File: config.mk
export PLATFORM = sky130hd
export DESIGN_NAME = mem_arbiter
export DESIGN_NICKNAME = d
export VERILOG_FILES = /design/src/rtl/mem_arbiter.sv
export SDC_FILE = /design/constraint.sdc
export NUM_CORES = 1
export LEC_CHECK = 0
export ABC_CLOCK_PERIOD_IN_PS = 2700
export CELL_PAD_IN_SITES_DETAIL_PLACEMENT = 0
export CELL_PAD_IN_SITES_GLOBAL_PLACEMENT = 1
export CORE_AREA = 2 2 133 135
export DETAILED_ROUTE_END_ITERATION = 10
export DIE_AREA = 0 0 135 137
export GPL_ROUTABILITY_DRIVEN = 1
export PLACE_DENSITY_LB_ADDON = 0.1
export SETUP_SLACK_MARGIN = 0.1
export SYNTH_ARGS = -nofsm -noshare
export SYNTH_HDL_FRONTEND = slang
export SYNTH_SLANG_ARGS = --single-unit
File: constraint.sdc
create_clock -name clk -period 2.7 [get_ports clk]
set_clock_uncertainty 0.2 [all_clocks]
set_input_delay 0.27 -clock clk [delete_from_list [all_inputs] [get_ports clk]]
set_output_delay 0.27 -clock clk [all_outputs]
set_load 0.005 [all_outputs]
File: src/rtl/mem_arbiter.sv
// Two-master, one-slave round-robin arbiter for the picorv32-style native memory bus.
// One transaction in flight at a time; a watchdog aborts slave accesses that never complete.
module mem_arbiter #(
  parameter int unsigned TIMEOUT   = 256,
  parameter logic [31:0] ERR_RDATA = 32'hDEADBEEF
) (
  input  logic        clk,
  input  logic        resetn,

  input  logic        m0_valid,
  output logic        m0_ready,
  input  logic        m0_instr,
  input  logic [3:0]  m0_wstrb,
  input  logic [31:0] m0_wdata,
  input  logic [31:0] m0_addr,
  output logic [31:0] m0_rdata,

  input  logic        m1_valid,
  output logic        m1_ready,
  input  logic        m1_instr,
  input  logic [3:0]  m1_wstrb,
  input  logic [31:0] m1_wdata,
  input  logic [31:0] m1_addr,
  output logic [31:0] m1_rdata,

  output logic        s_valid,
  input  logic        s_ready,
  output logic        s_instr,
  output logic [3:0]  s_wstrb,
  output logic [31:0] s_wdata,
  output logic [31:0] s_addr,
  input  logic [31:0] s_rdata,

  output logic        grant,
  output logic        timeout_err
);

  typedef enum logic [1:0] {
    IDLE = 2'd0,
    BUSY = 2'd1,
    RESP = 2'd2
  } state_t;

  localparam logic [15:0] CNT_LAST = 16'(TIMEOUT - 1);

  state_t      state;
  state_t      state_nxt;
  logic        grant_nxt;
  logic [15:0] cnt;
  logic [15:0] cnt_nxt;
  logic        rd_load;
  logic        to_hit;
  logic [31:0] rd_value;

  // Slave request fields always follow the granted master; s_valid qualifies them.
  assign s_addr  = grant ? m1_addr  : m0_addr;
  assign s_wdata = grant ? m1_wdata : m0_wdata;
  assign s_wstrb = grant ? m1_wstrb : m0_wstrb;
  assign s_instr = grant ? m1_instr : m0_instr;

  assign rd_value = to_hit ? ERR_RDATA : s_rdata;

  always_comb begin
    state_nxt = state;
    grant_nxt = grant;
    cnt_nxt   = cnt;
    rd_load   = 1'b0;
    to_hit    = 1'b0;
    s_valid   = 1'b0;
    m0_ready  = 1'b0;
    m1_ready  = 1'b0;
    case (state)
      IDLE: begin
        // On contention the master that was not served last wins.
        if (m0_valid && m1_valid) begin
          grant_nxt = ~grant;
          cnt_nxt   = 16'd0;
          state_nxt = BUSY;
        end else if (m0_valid) begin
          grant_nxt = 1'b0;
          cnt_nxt   = 16'd0;
          state_nxt = BUSY;
        end else if (m1_valid) begin
          grant_nxt = 1'b1;
          cnt_nxt   = 16'd0;
          state_nxt = BUSY;
        end
      end
      BUSY: begin
        s_valid = 1'b1;
        if (s_ready) begin
          rd_load   = 1'b1;
          state_nxt = RESP;
        end else if (cnt == CNT_LAST) begin
          rd_load   = 1'b1;
          to_hit    = 1'b1;
          state_nxt = RESP;
        end else begin
          cnt_nxt = cnt + 16'd1;
        end
      end
      RESP: begin
        // The forced return to IDLE leaves the bus idle for one cycle,
        // which lets a registered slave ready fall before the next request.
        m0_ready  = ~grant;
        m1_ready  = grant;
        state_nxt = IDLE;
      end
      default: begin
        state_nxt = IDLE;
      end
    endcase
  end

  always_ff @(posedge clk or negedge resetn) begin
    if (!resetn) begin
      state       <= IDLE;
      grant       <= 1'b1;
      cnt         <= 16'd0;
      timeout_err <= 1'b0;
      m0_rdata    <= 32'd0;
      m1_rdata    <= 32'd0;
    end else begin
      state <= state_nxt;
      grant <= grant_nxt;
      cnt   <= cnt_nxt;
      if (to_hit) begin
        timeout_err <= 1'b1;
      end
      if (rd_load && !grant) begin
        m0_rdata <= rd_value;
      end
      if (rd_load && grant) begin
        m1_rdata <= rd_value;
      end
    end
  end

endmodule

* Yosys cells after proc, flatten, opt, wreduce, memory -nomap -nowiden
Index checks and enable logic that the tools add are counted.
Widths: inputs -> output; s select.
** Operators by class
- Bitwise logic cells :: 1
- Mux-type cells :: 28
- Multiply operators :: 0
- Equal/unequal tests :: 7
- Reduce and logical (&&, ||, !) cells :: 10
- Shifts and indexed selects :: 0
- $add $sub $neg :: 1
- Divide/modulo/power cells :: 0
- Magnitude comparators :: 0
** Operators with widths (number)
- $mux 32 :: 3
- $mux 16 :: 5
- $pmux 16 s2 :: 1
- $add 16x1->16 const B :: 1
- $eq 16x8->1 const B :: 1
- $mux 1 :: 12
- $mux 2 :: 5
- $mux 4 :: 1
- $ne 2x2->1 const B :: 2
- $ne 4x4->1 const B :: 1
- $pmux 2 s2 :: 1
- $reduce_and 2->1 :: 2
- $reduce_and 4->1 :: 1
- $logic_and 1x1->1 :: 3
- $ne 3x3->1 const B :: 1
- $reduce_bool 3->1 :: 1
- $eq 2x1->1 const B :: 1
- $eq 2x2->1 const B :: 1
- $logic_not 2->1 :: 1
- $reduce_bool 2->1 :: 1
- $logic_not 1->1 :: 1
- $not 1->1 :: 1
** Word-level totals
- Input port bits :: 175
- RAM bits :: 0
- Output and inout port bits :: 138
- Logic and storage cells :: 53
- Memories kept :: 0
- Bits in latches :: 0
- Register bits :: 84
- Bits in read-only memories :: 0

* Logic depth before layout (Yosys ltp)
- Depth in word-level cells :: 5
- Mapped depth :: 9
- Gate-level depth less buffers :: 6

* Worst setup path after synthesis
OpenSTA, ideal clock, no wires.
- Path type :: reg-to-reg
- From :: reg cnt[8]
- To :: reg cnt[12]
- Required time :: 2379 ps
- Stages on the path, launching flop included :: 7
- Path buffers :: 1
- Clock period less this slack :: 2198 ps
- Arrival :: 1877 ps
- Library setup time :: 121 ps
- Path slack :: 502 ps
- Cell sequence :: dfrtp_1 -> or4_1 -> nor4_4 -> buf_6 -> nor2_1 -> a21o_1 -> a22o_1
** Between the ends
- Cells in the longest elaborated chain, start to end :: 4
- Elaborated cells between the ends (all ways) :: 7
- Those cells by class :: 1 x add/sub; 2 x eq/ne; 3 x mux; 1 x reduce/logical
** RTL lines
- start: declaration :: RTL line 49 : logic [15:0] cnt;
- start signal: assignment :: RTL line 126 : cnt <= cnt_nxt;
- $add 16x1->16 :: RTL line 99 : cnt_nxt = cnt + 16'd1;
- $mux 16 :: RTL line 94 : end else if (cnt == CNT_LAST) begin
- $mux 16 :: RTL line 91 : if (s_ready) begin
- $pmux 16 s2 :: RTL line 72 : case (state)
Several ways; a longest one is shown, not always the timed one. The select of a mux whose other input is x is not followed.
A chain may end at the register's enable or synchronous reset.

* Worst setup path in the final report
- From :: reg grant
- To :: out s_wdata[8]
** Between the ends
- Cells in the longest elaborated chain, start to end :: 1
** RTL lines
- start: declaration :: RTL line 34 : output logic grant,
- start signal: assignment :: RTL line 125 : grant <= grant_nxt;
- $mux 32 :: RTL line 57 : assign s_wdata = grant ? m1_wdata : m0_wdata;
- end: declaration :: RTL line 30 : output logic [31:0] s_wdata,
Every way passes these cells.

==> summary.txt <==
Run status
  • Status: completed

Worst setup path
  • Worst r2r src: cnt[8]$_DFFE_PN0P_
  • Startpoint class of the critical path: register
  • Crit Path Class: register to output port
  • CP Cell Sequence: bufbuf_16 > mux2_2 > clkdlybuf4s50_1
  • Highest-delay cell along the critical path: dfstp_4
  • Worst endpoint required time: 2.23 ns
  • Worst-path maximum fanout: 18
  • Worst r2r dst: m1_rdata[8]$_DFFE_PN0P_
  • Largest stage delay on the critical path: 0.69 ns
  • Worst setup EP type: output port
  • R2R Setup Slk: 0.22 ns
  • WP data arrival: 2.17 ns
  • R2R depth: 5

CTS
  • CTS Sinks: 84
  • Clk pin slew, worst setup/hold paths: 0.06 ns
  • Later-pin clock latency in the skew report: 0.33 ns
  • CTS root buffer: clkbuf_16
  • Clock buffer depth: 2
  • Clock buffer count from CTS: 9
  • TritonCTS clock tree: built
  • CTS H-tree depth: 3

Final layout
  • # nets final: 839
  • # fillers: 1593
  • Layout area overhead: 89.6%
  • Layout cells sized above 1: 0.157
  • Diodes inserted: 0
  • Final Cell Area: 7920 µm²

Pwr
  • P_sw: 2.22 mW
  • Sequential Power Share: 0.290
  • VDD IR max: 0.376 mV
  • Tot Pwr: 7.13 mW
  • Cell Pwr Density: 900 nW/µm²
  • Switching Share: 0.312
  • Clock network fraction of total power: 0.154
  • Combinational power share: 0.556
  • Total internal power: 4.90 mW
  • Total leakage power: 3.14 nW

Global routing
  • Initial antenna violation count: 1
  • Overall routing resource usage: 0.198
  • First-pass GRT wire length: 26700 µm
  • Grt total ovfl: 0
  • Pin count of the biggest net entering global routing: 38
  • Vias in the first global route: 4273

Floorplan
  • Rows: 48
  • Die Height: 137 µm
  • Die ar.: 18500 µm²
  • Core area: 17100 µm²
  • Die Wd: 135 µm
  • Initial Util: 0.245
  • I/O Pins: 313

Route
  • First-pass DRT Iterations: 4
  • ANT nets after route: 0
  • Iter 0 DRT Violations: 216
  • Via count: 4228
  • Post-DR wirelength/cell: 21.2 µm
  • Post-route DRC: 0
  • Vias per cell: 4.73
  • Final WL: 18900 µm

STA
  • Worst Max-Slew Pin Slew: 0.730 ns
  • Worst slew margin: 0.509
  • Slew Limit Fails: 0
  • Final Critical Period: 2.64 ns
  • Final Hold Fails: 0
  • Setup-failing EPs final: 0
  • Max Clock Freq: 379 MHz
  • Fin crit share: 0.977
  • Hold slack final: 0.253 ns
  • RSZ-0062 raised after global routing: true
  • Sum of negative setup slack: 0 ns

Synthesis
  • Synth warnings: 0
  • Post-synth net total: 524
  • Cell taking the most area after synthesis: dfrtp_1
  • Unique masters post-synth: 41
  • Top-count cell post-synth: dfrtp_1
  • Yosys top cell area share: 0.497
  • Post-synth EDFFs: 0
  • Sequential fraction of the synthesis area: 0.504
  • Synthesized instance count: 348
  • Ys async rst share: 1.00
  • Synth Register Bits: 84
  • Synthesized area: 4180 µm²
  • Mean post-synth cell area: 12.0 µm²
  • Synth Flop Type: dfrtp_1
  • Synth top cells by count: dfrtp_1, mux2_2, o22a_1
  • Top cells by area, synth: dfrtp_1, mux2_2, o22a_1

Place
  • Post-placement cell area: 7600 µm²
  • Port bufs: 312
  • GPL Wtd Cong: 0.830
  • Post-DP HPWL: 15400 µm

Flow run
  • Max Cap Viol: 0

Hold path
  • Hold crit path type: input pin to asynchronous set/reset pin
critical path: cells and delay by family, from the launching register on:
family	cells	cell delay (ns)
buffers and inverters	2	0.80
flip-flops	1	0.69
multiplexers	1	0.34
per-layer routing:
metal  up-vias  routed length, µm  GRT usage
met5         -                  0          0
met4         0                504     0.0648
li1       1954                  -          -
met2       210               9490      0.344
met1      2040               7220      0.233
met3        24               1720     0.0615
flip-flops by register name (all words and copies together), names as in the netlist:
name         cells
m1_rdata        32
m0_rdata        32
grant            1
cnt             16
state            2
timeout_err      1
stage by stage:
stage / cells / utilization / worst slack (ns)
after floorplan: 348 / - / 0.502
after global placement: 873 / 0.445 / 0.316
after detailed placement: 873 / 0.445 / 0.250
after CTS: 893 / 0.464 / 0.0497
after global routing: 893 / 0.464 / 0.0182
final: 893 / 0.464 / 0.0618
area by class of cell:
cell class                 instances  area, µm²  area share
clock buffer                      12        236      0.0299
clock inverter                     4       26.3     0.00332
inverter                           5       18.8     0.00237
multi-input combinational        235       1930       0.244
sequential                        84       2110       0.266
tap                              225        282      0.0356
timing repair buffer             328       3320       0.419
power groups by stage:
stage | registers, mW | clock network (mW) | logic, mW
CTS | 2.07 | 1.14 | 4.02
floorplan | 2.09 | 0 | 1.47
detailed placement | 2.10 | 0 | 3.90
global placement | 2.08 | 0 | 3.88
global route | 2.14 | 1.19 | 4.24
finish | 2.07 | 1.10 | 3.96
layout by cell type (no fill, tap or decap), drive strengths merged, types with 2 or more instances in the layout:
| master | n |
|---|---|
| and3 | 4 |
| nand2 | 13 |
| dfrtp | 83 |
| nor4 | 2 |
| a21o | 4 |
| nand3 | 10 |
| clkinv | 3 |
| nand4 | 3 |
| o21ai | 22 |
| mux2 | 69 |
| or4 | 2 |
| or2 | 2 |
| dlygate4sd2 | 3 |
| a22o | 17 |
| o22a | 48 |
| a31oi | 2 |
| a311oi | 2 |
| clkbuf | 12 |
| a21oi | 4 |
| nor3 | 6 |
| nor2 | 13 |
| buf | 15 |
| nand2b | 3 |
| inv | 5 |
| clkdlybuf4s50 | 307 |
logic make-up (layout without fill, tap and decap cells):
family                   Yosys count  count (layout)  synth area share
AO/OA/AOI/OAI                    102             102             0.189
flip-flops                        84              84             0.504
multiplexers                      70              70             0.188
AND/OR/NAND/NOR                   62              62            0.0815
buffers and inverters             29             349            0.0342
adder cells (fa/ha/maj)            1               1           0.00300
how the worst max path moves through the flow:
stage	from	end	slack, ns	cells past startpoint
4_1_cts	grant$_DFFE_PN1P_	s_addr[30]	0.05	3
2_1_floorplan	cnt[8]$_DFFE_PN0P_	cnt[12]$_DFFE_PN0P_	0.50	6
6_report	grant$_DFFE_PN1P_	s_wdata[8]	0.06	3
3_5_place_dp	cnt[8]$_DFFE_PN0P_	m1_rdata[8]$_DFFE_PN0P_	0.25	5
5_1_grt	grant$_DFFE_PN1P_	s_wdata[0]	0.02	3
3_3_place_gp	cnt[8]$_DFFE_PN0P_	m1_rdata[22]$_DFFE_PN0P_	0.32	5
what timing repair did:
action / CTS / global route
endpoints found under the setup margin: 54 / 35
resized for setup: 3 / 1
hold buffers: 1 / 0
cloned: 1 / 0
endpoints found under the hold margin: 34 / 0
setup buffers: 2 / 0
Power figures use the tool's default switching activity.
